`config.mk`:
```
export PLATFORM = sky130hd
export DESIGN_NAME = wr_port_arbiter
export DESIGN_NICKNAME = d
export VERILOG_FILES = /design/src/rtl/fifo_pkg.sv /design/src/rtl/wr_port_arbiter_rr_pick.sv /design/src/rtl/wr_port_arbiter.sv
export SDC_FILE = /design/constraint.sdc
export NUM_CORES = 1
export LEC_CHECK = 0
export CAP_MARGIN = 20
export CORE_MARGIN = 2
export CORE_UTILIZATION = 25
export DETAILED_ROUTE_END_ITERATION = 7
export GPL_TIMING_DRIVEN = 0
export SLEW_MARGIN = 10
export SYNTH_ARGS = -nofsm -noshare
export SYNTH_HDL_FRONTEND = slang
export SYNTH_SLANG_ARGS = --single-unit
```
`constraint.sdc`:
```
create_clock -name w_clk -period 3.3 [get_ports w_clk]
set_clock_uncertainty 0.1 [all_clocks]
set_input_delay 0.33 -clock w_clk [delete_from_list [all_inputs] [get_ports w_clk]]
set_output_delay 0.33 -clock w_clk [all_outputs]
set_load 0.005 [all_outputs]
```
`src/rtl/fifo_pkg.sv`:
```
// Shared types and defaults for the FIFO blocks and their write-side arbiter.
// Holds the write-arbiter FSM state type, default data width and requester count.
package fifo_pkg;

    localparam int FIFO_DW   = 8;
    localparam int FIFO_NREQ = 4;

    typedef enum logic {
        IDLE = 1'b0,
        XFER = 1'b1
    } wr_state_t;

    // Width of an index into n requesters (at least one bit).
    function automatic int idx_w(input int n);
        return (n > 1) ? $clog2(n) : 1;
    endfunction

endpackage

```
`src/rtl/wr_port_arbiter_rr_pick.sv`:
```
// Combinational round-robin picker: search starts at last+1 modulo NREQ.
// Ports: req (request bits), last (previous winner), winner (one-hot), valid.
module rr_pick
    import fifo_pkg::*;
#(
    parameter int NREQ = FIFO_NREQ,
    parameter int IW   = idx_w(NREQ)
) (
    input  logic [NREQ-1:0] req,
    input  logic [IW-1:0]   last,
    output logic [NREQ-1:0] winner,
    output logic            valid
);

    always_comb begin
        logic [IW-1:0] idx;
        idx    = '0;
        winner = '0;
        valid  = 1'b0;
        // k = NREQ wraps back to last itself, so it is checked last.
        for (int k = 1; k <= NREQ; k++) begin
            idx = IW'((int'(last) + k) % NREQ);
            if (!valid && req[idx]) begin
                winner[idx] = 1'b1;
                valid       = 1'b1;
            end
        end
    end

endmodule

```
`src/rtl/wr_port_arbiter.sv`:
```
// Write-port arbiter: grants one requester at a time a whole burst into the FIFO.
// Ports: w_clk, w_rst (async high), req/len/wdata (per requester), full (FIFO),
//        gnt (registered one-hot), ack, fifo_w_en, fifo_data, busy, abort.
module wr_port_arbiter
    import fifo_pkg::*;
#(
    parameter int NREQ = FIFO_NREQ,
    parameter int DW   = FIFO_DW,
    parameter int LW   = 3
) (
    input  logic               w_clk,
    input  logic               w_rst,
    input  logic [NREQ-1:0]    req,
    input  logic [NREQ*LW-1:0] len,
    input  logic [NREQ*DW-1:0] wdata,
    input  logic               full,
    output logic [NREQ-1:0]    gnt,
    output logic [NREQ-1:0]    ack,
    output logic               fifo_w_en,
    output logic [DW-1:0]      fifo_data,
    output logic               busy,
    output logic               abort
);

    localparam int            IW       = idx_w(NREQ);
    localparam logic [IW-1:0] LAST_RST = IW'(NREQ - 1);

    wr_state_t       state, state_n;
    logic [NREQ-1:0] gnt_n;
    logic [IW-1:0]   cur, cur_n;
    logic [IW-1:0]   last, last_n;
    logic [LW-1:0]   beat_cnt, beat_n;

    logic [NREQ-1:0] pick_oh;
    logic            pick_vld;
    logic [IW-1:0]   pick_idx;

    logic [LW-1:0]   len_a  [NREQ];
    logic [DW-1:0]   data_a [NREQ];
    logic            in_xfer;
    logic            req_cur;

    always_comb begin
        for (int i = 0; i < NREQ; i++) begin
            len_a[i]  = len[i*LW +: LW];
            data_a[i] = wdata[i*DW +: DW];
        end
    end

    rr_pick #(
        .NREQ (NREQ),
        .IW   (IW)
    ) u_pick (
        .req    (req),
        .last   (last),
        .winner (pick_oh),
        .valid  (pick_vld)
    );

    always_comb begin
        pick_idx = '0;
        for (int i = 0; i < NREQ; i++) begin
            if (pick_oh[i]) begin
                pick_idx = IW'(i);
            end
        end
    end

    assign in_xfer   = (state == XFER);
    assign req_cur   = req[cur];
    assign fifo_w_en = in_xfer & ~full & req_cur;
    assign ack       = gnt & {NREQ{fifo_w_en}};
    assign fifo_data = in_xfer ? data_a[cur] : '0;
    assign busy      = in_xfer;
    // A dropped request wins over full: the burst ends even if the FIFO is full.
    assign abort     = in_xfer & ~req_cur;

    always_ff @(posedge w_clk or posedge w_rst) begin
        if (w_rst) begin
            state    <= IDLE;
            gnt      <= '0;
            cur      <= '0;
            last     <= LAST_RST;
            beat_cnt <= '0;
        end else begin
            state    <= state_n;
            gnt      <= gnt_n;
            cur      <= cur_n;
            last     <= last_n;
            beat_cnt <= beat_n;
        end
    end

    always_comb begin
        state_n = state;
        gnt_n   = gnt;
        cur_n   = cur;
        last_n  = last;
        beat_n  = beat_cnt;
        unique case (state)
            IDLE: begin
                if (pick_vld) begin
                    state_n = XFER;
                    gnt_n   = pick_oh;
                    cur_n   = pick_idx;
                    beat_n  = len_a[pick_idx];
                end
            end
            XFER: begin
                if (!req_cur) begin
                    state_n = IDLE;
                    gnt_n   = '0;
                    last_n  = cur;
                end else if (!full) begin
                    if (beat_cnt == '0) begin
                        state_n = IDLE;
                        gnt_n   = '0;
                        last_n  = cur;
                    end else begin
                        beat_n = beat_cnt - 1'b1;
                    end
                end
            end
            default: begin
                state_n = IDLE;
                gnt_n   = '0;
            end
        endcase
    end

endmodule

```
# == Word-level counts from Yosys, hierarchy flattened ==
# Index checks and enable logic that the tools add are counted.
# totals
reg_bits,12
output_inout_bits,19
# classes
add_sub_neg,5
n_bitwise,12
reduce_logical,15
order_cmp,11
n_eq_ne,8
n_mux,54
# ops
operator,n
4-bit 2-to-1 mux,8
8-bit 2-to-1 mux,3
1-bit 2-to-1 mux,18
3-bit 2-to-1 mux,6
8-bit binary-select mux with 2-bit select,1
"2-bit by 3-bit < comparator with 1-bit output, second input constant",5
4-bit bitwise OR,3
1-bit binary-select mux with 2-bit select,5
2-bit 2-to-1 mux,5
1-bit demux with 2-bit select,4
"2-bit by 1-bit greater-or-equal comparator with 1-bit output, second input constant",4
"2-bit != test, second input constant",4
4-bit case mux with 2 select lines,1
1-bit logical AND,7
3-bit binary-select mux with 2-bit select,1
"3-bit greater-or-equal comparator, second input constant",2
2-bit inverter with 3-bit output,2
3-bit case mux with 2 select lines,1
3-bit AND reduction,2
"2-bit by 1-bit adder with 2-bit output, second input constant",2
"2-bit adder, second input constant",2
4-bit AND,1
"2-bit by 1-bit != test with 1-bit output, second input constant",2
4-bit AND reduction,1
other kinds (9),15

# == Logic depth before layout (Yosys ltp) ==
# depth
ltp_word,22
mapped_depth,9

# == Hierarchy ==
# Synthesis repeated with hierarchy kept, for this count alone.
# unflattened
hier_cells,142
hier_area_um2,1373.8
# modules_own_cells
mod,instances,cells_each,seq_area_each_um2,area_each_um2
wr_port_arbiter,1,94,302.8,958.4
rr_pick,1,48,0.0,415.4

# == Least setup slack after synthesis ==
# Ideal clock, no wire load.
# synth_timing
kind,flip-flop to flip-flop
start,register last[0]
end,register beat_cnt[2]
stages_incl_launch_ff,9
t_arrival_ns,2.364
n_path_buf,0
setup_time_ns,0.142
synth_period_minus_slack_ns,2.605
setup_slack_ns,0.695
path_cell_list,dfstp_2 -> inv_1 -> ha_1 -> mux4_1 -> a21oi_1 -> a21oi_1 -> or3_2 -> o31ai_1 -> a22oi_1
# synth_between
elab_chain_cells,22
word_cells_on_any_way,60
# synth_rtl
element,line,source
"start, declared",wr_port_arbiter.sv:31,"logic [IW-1:0] last, last_n;"
"start signal, assigned",wr_port_arbiter.sv:89,last <= last_n;
branches (longest 22 deep; another with 2-bit by 3-bit < comparator with 1-bit output),--,
"end signal, assigned",wr_port_arbiter.sv:90,beat_cnt <= beat_n;
"end, declared",wr_port_arbiter.sv:32,"logic [LW-1:0] beat_cnt, beat_n;"
# Several ways; the timed one is not identified. The select of a mux whose other input is x is not followed.
# A chain may end at the register's enable or synchronous reset.

# == Worst setup path after layout ==
# Ends and elaborated chain as after synthesis.

==> results.txt <==
The post-synthesis sequential element count works out to 12. The critical path data arrival time was 2.95 ns; the number of antenna violations at the first check in global routing was 0. The tools report the total iterations of the first detailed-routing run as 5.

The clock passes through at most 2 buffers. The clock period minus final worst setup slack was 2.94 ns. The depth of the CTS H-tree is 1, and the post-cts hold buffer count is 0. For the number of global-route vias before repair, the log shows 1353.

Net count after synthesis: 205. The final setup TNS is 0 ns. The run finished with clean final reports. Buffers placed on the I/O ports in this run total 69. The remaining global-route overflow was 0.

Power spread over the standard cell area amounts to 814 nW/µm². Of all nets on the critical path, the largest fanout is 8. The average instance in the mapped netlist occupies 9.54 µm². Headroom to the max-slew limit came out at 48.2%. The most area-hungry cell type in the Yosys netlist is sky130_fd_sc_hd__dfrtp_1. The part of the cycle the worst path needs is 89.1%. The tools report the number of rows created at floorplan as 27. Classification of the worst-slack hold path: in -> async. The total number of vias is 1449. The run gives 25.4% as the initial standard-cell utilization of the core. In this run the clock root is driven by a sky130_fd_sc_hd__clkbuf_8.

Final net count: 279. The signal on the critical path passes through inv_1 -> ha_1 -> mux4_1 -> a21oi_1 -> a21oi_1 -> or3_2 -> o31ai_1 -> a22oi_1. Sequential elements use 21.9% of the synthesized area. TritonCTS built the clock tree. Of all flip-flops after synthesis, the portion carrying an async set or reset was 100%. The switching power summed over all nets came out at 0.000759 W. The maximum frequency from static timing analysis came out at 340 MHz. In the synthesized netlist the dominant register cell turns out to be sky130_fd_sc_hd__dfrtp_1. In this run, distinct cell masters in the synthesized netlist total 46.

Remaining routing DRC violations: 0. The largest voltage drop on the vdd net was 0.280 mV. The cell type of the slowest stage on the worst timing path is sky130_fd_sc_hd__dfstp_2. The largest single stage delay on the critical path is 0.64 ns. For this design the static power due to leakage is 0.881 nW. The number of top-level pins came out at 70. The run gives 3.31 ns as the required time of the worst setup path. The worst setup path category is reg -> reg. Sorting the synthesized cells by area gives the leading types as sky130_fd_sc_hd__dfrtp_1 18%, sky130_fd_sc_hd__mux4_2 15%, sky130_fd_sc_hd__ha_1 8.1%. Wires add up to 4.07 mm.

The final number of setup-violating endpoints is 0, and the violation count after the first detailed-route iteration is 55. The summed instance area of the synthesized netlist is 1380 µm², and the routability congestion estimate is 0.733. The finished layout holds 290 standard cells, fillers aside. Relative to the synthesized area, the layout overhead comes to 60.5%.

The placeable core region was 5440 µm²; the layout filler cell count was 542. The die extent in y is 78.4 µm, and the floorplan die width is 78.4 µm. The tools report the total CTS buffers as 3. The average routed wire per standard cell came out at 14.0 µm. The clock sink count came out at 12.

The logs give 0 for the count of endpoints failing hold in the final timing report and 2160 µm² for the placed cell area. Most frequent cell on the critical path: sky130_fd_sc_hd__a21oi_1. The synthesized design contains 0 enable-type register cells. At the later pin of the worst-skew pair, clock insertion delay measures 0.24 ns.

At the pin with the least slew margin, the transition time is 0.771 ns. The run gives 0 as the post-detailed-route count of antenna-violating nets. Post-CTS repair changed the size of 0 cells. Setup repair after global routing left no endpoint under its margin. The part of the power in combinational logic was 74.6%; the top cell type's share of synthesized area was 18.1%. Maximum number of pins on one net before global-route repair: 13. The die covers 6140 µm².

Cells fill 40.8% of the core in the end. The number of antenna diodes is 0. The Yosys warning count is 0.

Kind of capture point of the worst setup path: a flip-flop. The logs give 6.58 mm for the global-route wire length before repair and 13.4% for the global router's overall resource usage. The internal portion of the total power is 0.00105 W. Synthesis produced a netlist whose cell count is 145. The worst setup path is launched from a flip-flop. The part of the power in registers was 16.3%. The fraction of final layout cells with drive strength greater than 1 was 11.0%.

After clock tree synthesis, the clock-pin slew on the worst setup and hold paths is 0.06 ns. The number of slew-limit violations in the final report is 0, and the number of setup buffers added after CTS is 0. Of the total power, the share spent switching nets is 42.0%. The number of vias per cell was 5.00; the post-layout instance area was 2220 µm². The proportion of power drawn by the clock network came out at 9.0%. Max-capacitance violation count: 0.

The cell count after placement is 286, and the post-detailed-placement half-perimeter wirelength is 3.36 mm.
-- cell families after synthesis --
| group | Yosys count | synth area share [%] |
|---|---|---|
| and+or+nand+nor | 50 | 20.5 |
| AOI/OAI and AO/OA | 44 | 22.2 |
| buffers and inverters | 15 | 4.62 |
| muxes | 15 | 22.6 |
| DFF | 12 | 21.9 |
| adders and majority gates | 9 | 8.14 |
-- synth_stat cells, types with 2 or more instances --
| master | count |
|---|---|
| sky130_fd_sc_hd__dfrtp_1 | 10 |
| sky130_fd_sc_hd__o21a_1 | 2 |
| sky130_fd_sc_hd__a211oi_1 | 3 |
| sky130_fd_sc_hd__mux4_1 | 3 |
| sky130_fd_sc_hd__nand2_1 | 12 |
| sky130_fd_sc_hd__a21boi_0 | 2 |
| sky130_fd_sc_hd__a22oi_1 | 2 |
| sky130_fd_sc_hd__a21o_2 | 2 |
| sky130_fd_sc_hd__o22ai_1 | 5 |
| sky130_fd_sc_hd__nor2_1 | 8 |
| sky130_fd_sc_hd__and2_1 | 13 |
| sky130_fd_sc_hd__ha_1 | 9 |
| sky130_fd_sc_hd__a221oi_1 | 2 |
| sky130_fd_sc_hd__dfstp_2 | 2 |
| sky130_fd_sc_hd__inv_1 | 9 |
| sky130_fd_sc_hd__a21oi_1 | 11 |
| sky130_fd_sc_hd__mux4_2 | 9 |
| sky130_fd_sc_hd__nor2b_1 | 2 |
| sky130_fd_sc_hd__nand3b_1 | 5 |
| sky130_fd_sc_hd__o21ai_0 | 3 |
| sky130_fd_sc_hd__clkbuf_1 | 5 |
| sky130_fd_sc_hd__mux2i_1 | 2 |
-- metal layers --
metal	wire [µm]	GRT usage, %
met1	1750	17.1
met2	2090	23.9
met3	193	2.87
met4	39	2.11
met5	0	0
-- power groups by stage --
stage | registers [W] | logic (W) | clock network [W]
finish | 0.000295 | 0.00135 | 0.000163
floorplan | 0.000279 | 0.000908 | 0
global placement | 0.000294 | 0.00135 | 0
CTS | 0.000296 | 0.00136 | 0.000165
detailed placement | 0.000298 | 0.00136 | 0
global route | 0.000308 | 0.00150 | 0.000173
-- worst max-delay path, delay by kind of cell (launching register included) --
family | cells | cell delay [ns]
compound gates | 4 | 0.67
flops | 1 | 0.64
simple gates | 1 | 0.47
mux | 1 | 0.42
fa+ha+maj | 1 | 0.34
buf+inv | 1 | 0.17
-- registers in the layout, indices dropped and copies added (netlist names) --
register / cells
busy: 1
beat_cnt: 3
gnt: 4
last: 2
cur: 2
-- stage by stage --
stage	hold slack (ns)	worst slack [ns]	power, W
2_1_floorplan	0.0933	0.695	0.00119
3_3_place_gp	0.437	0.427	0.00164
3_5_place_dp	0.450	0.369	0.00165
4_1_cts	0.315	0.353	0.00183
5_1_grt	0.344	0.172	0.00198
6_report	0.297	0.361	0.00181
-- layout by cell type (no fill, tap or decap), types with 2 or more instances in the layout --
master	count
sky130_fd_sc_hd__mux4_2	9
sky130_fd_sc_hd__nor2b_1	2
sky130_fd_sc_hd__a21boi_0	2
sky130_fd_sc_hd__a221oi_1	2
sky130_fd_sc_hd__o21a_1	2
sky130_fd_sc_hd__clkbuf_8	4
sky130_fd_sc_hd__ha_1	9
sky130_fd_sc_hd__nand3b_1	5
sky130_fd_sc_hd__nor2_1	8
sky130_fd_sc_hd__dfrtp_1	10
sky130_fd_sc_hd__a21oi_1	11
sky130_fd_sc_hd__clkbuf_1	5
sky130_fd_sc_hd__mux2i_1	2
sky130_fd_sc_hd__a21o_2	2
sky130_fd_sc_hd__a22oi_1	2
sky130_fd_sc_hd__nand2_1	12
sky130_fd_sc_hd__dfstp_2	2
sky130_fd_sc_hd__clkdlybuf4s50_1	69
sky130_fd_sc_hd__mux4_1	3
sky130_fd_sc_hd__o22ai_1	5
sky130_fd_sc_hd__inv_1	9
sky130_fd_sc_hd__a211oi_1	3
sky130_fd_sc_hd__and2_1	13
sky130_fd_sc_hd__o21ai_0	3
-- cell type report --
type                            instances  area [µm²]  share of cell area (%)
Multi-Input combinational cell        118        1020                    45.8
Timing Repair Buffer                   69         691                    31.1
Sequential cell                        12         303                    13.6
Tap cell                               72        90.1                    4.06
Clock buffer                            4        55.1                    2.48
Inverter                                9        33.8                    1.52
Buffer                                  6        30.0                    1.35
-- final timing paths --
path | to | start | slack (ns) | depth (start not counted)
setup / recovery | beat_cnt[2] | last[0] | 0.36 | 8
hold / removal | cur[1] | w_rst | 0.30 | 2
setup reg to reg | beat_cnt[2] | last[0] | 0.36 | 8
hold reg to reg | gnt[0] | gnt[0] | 0.45 | 2
max in group asynchronous | last[1] | w_rst | 2.46 | 2
min in group w_clk | gnt[0] | gnt[0] | 0.45 | 2
(Power assumes the default switching activity.)
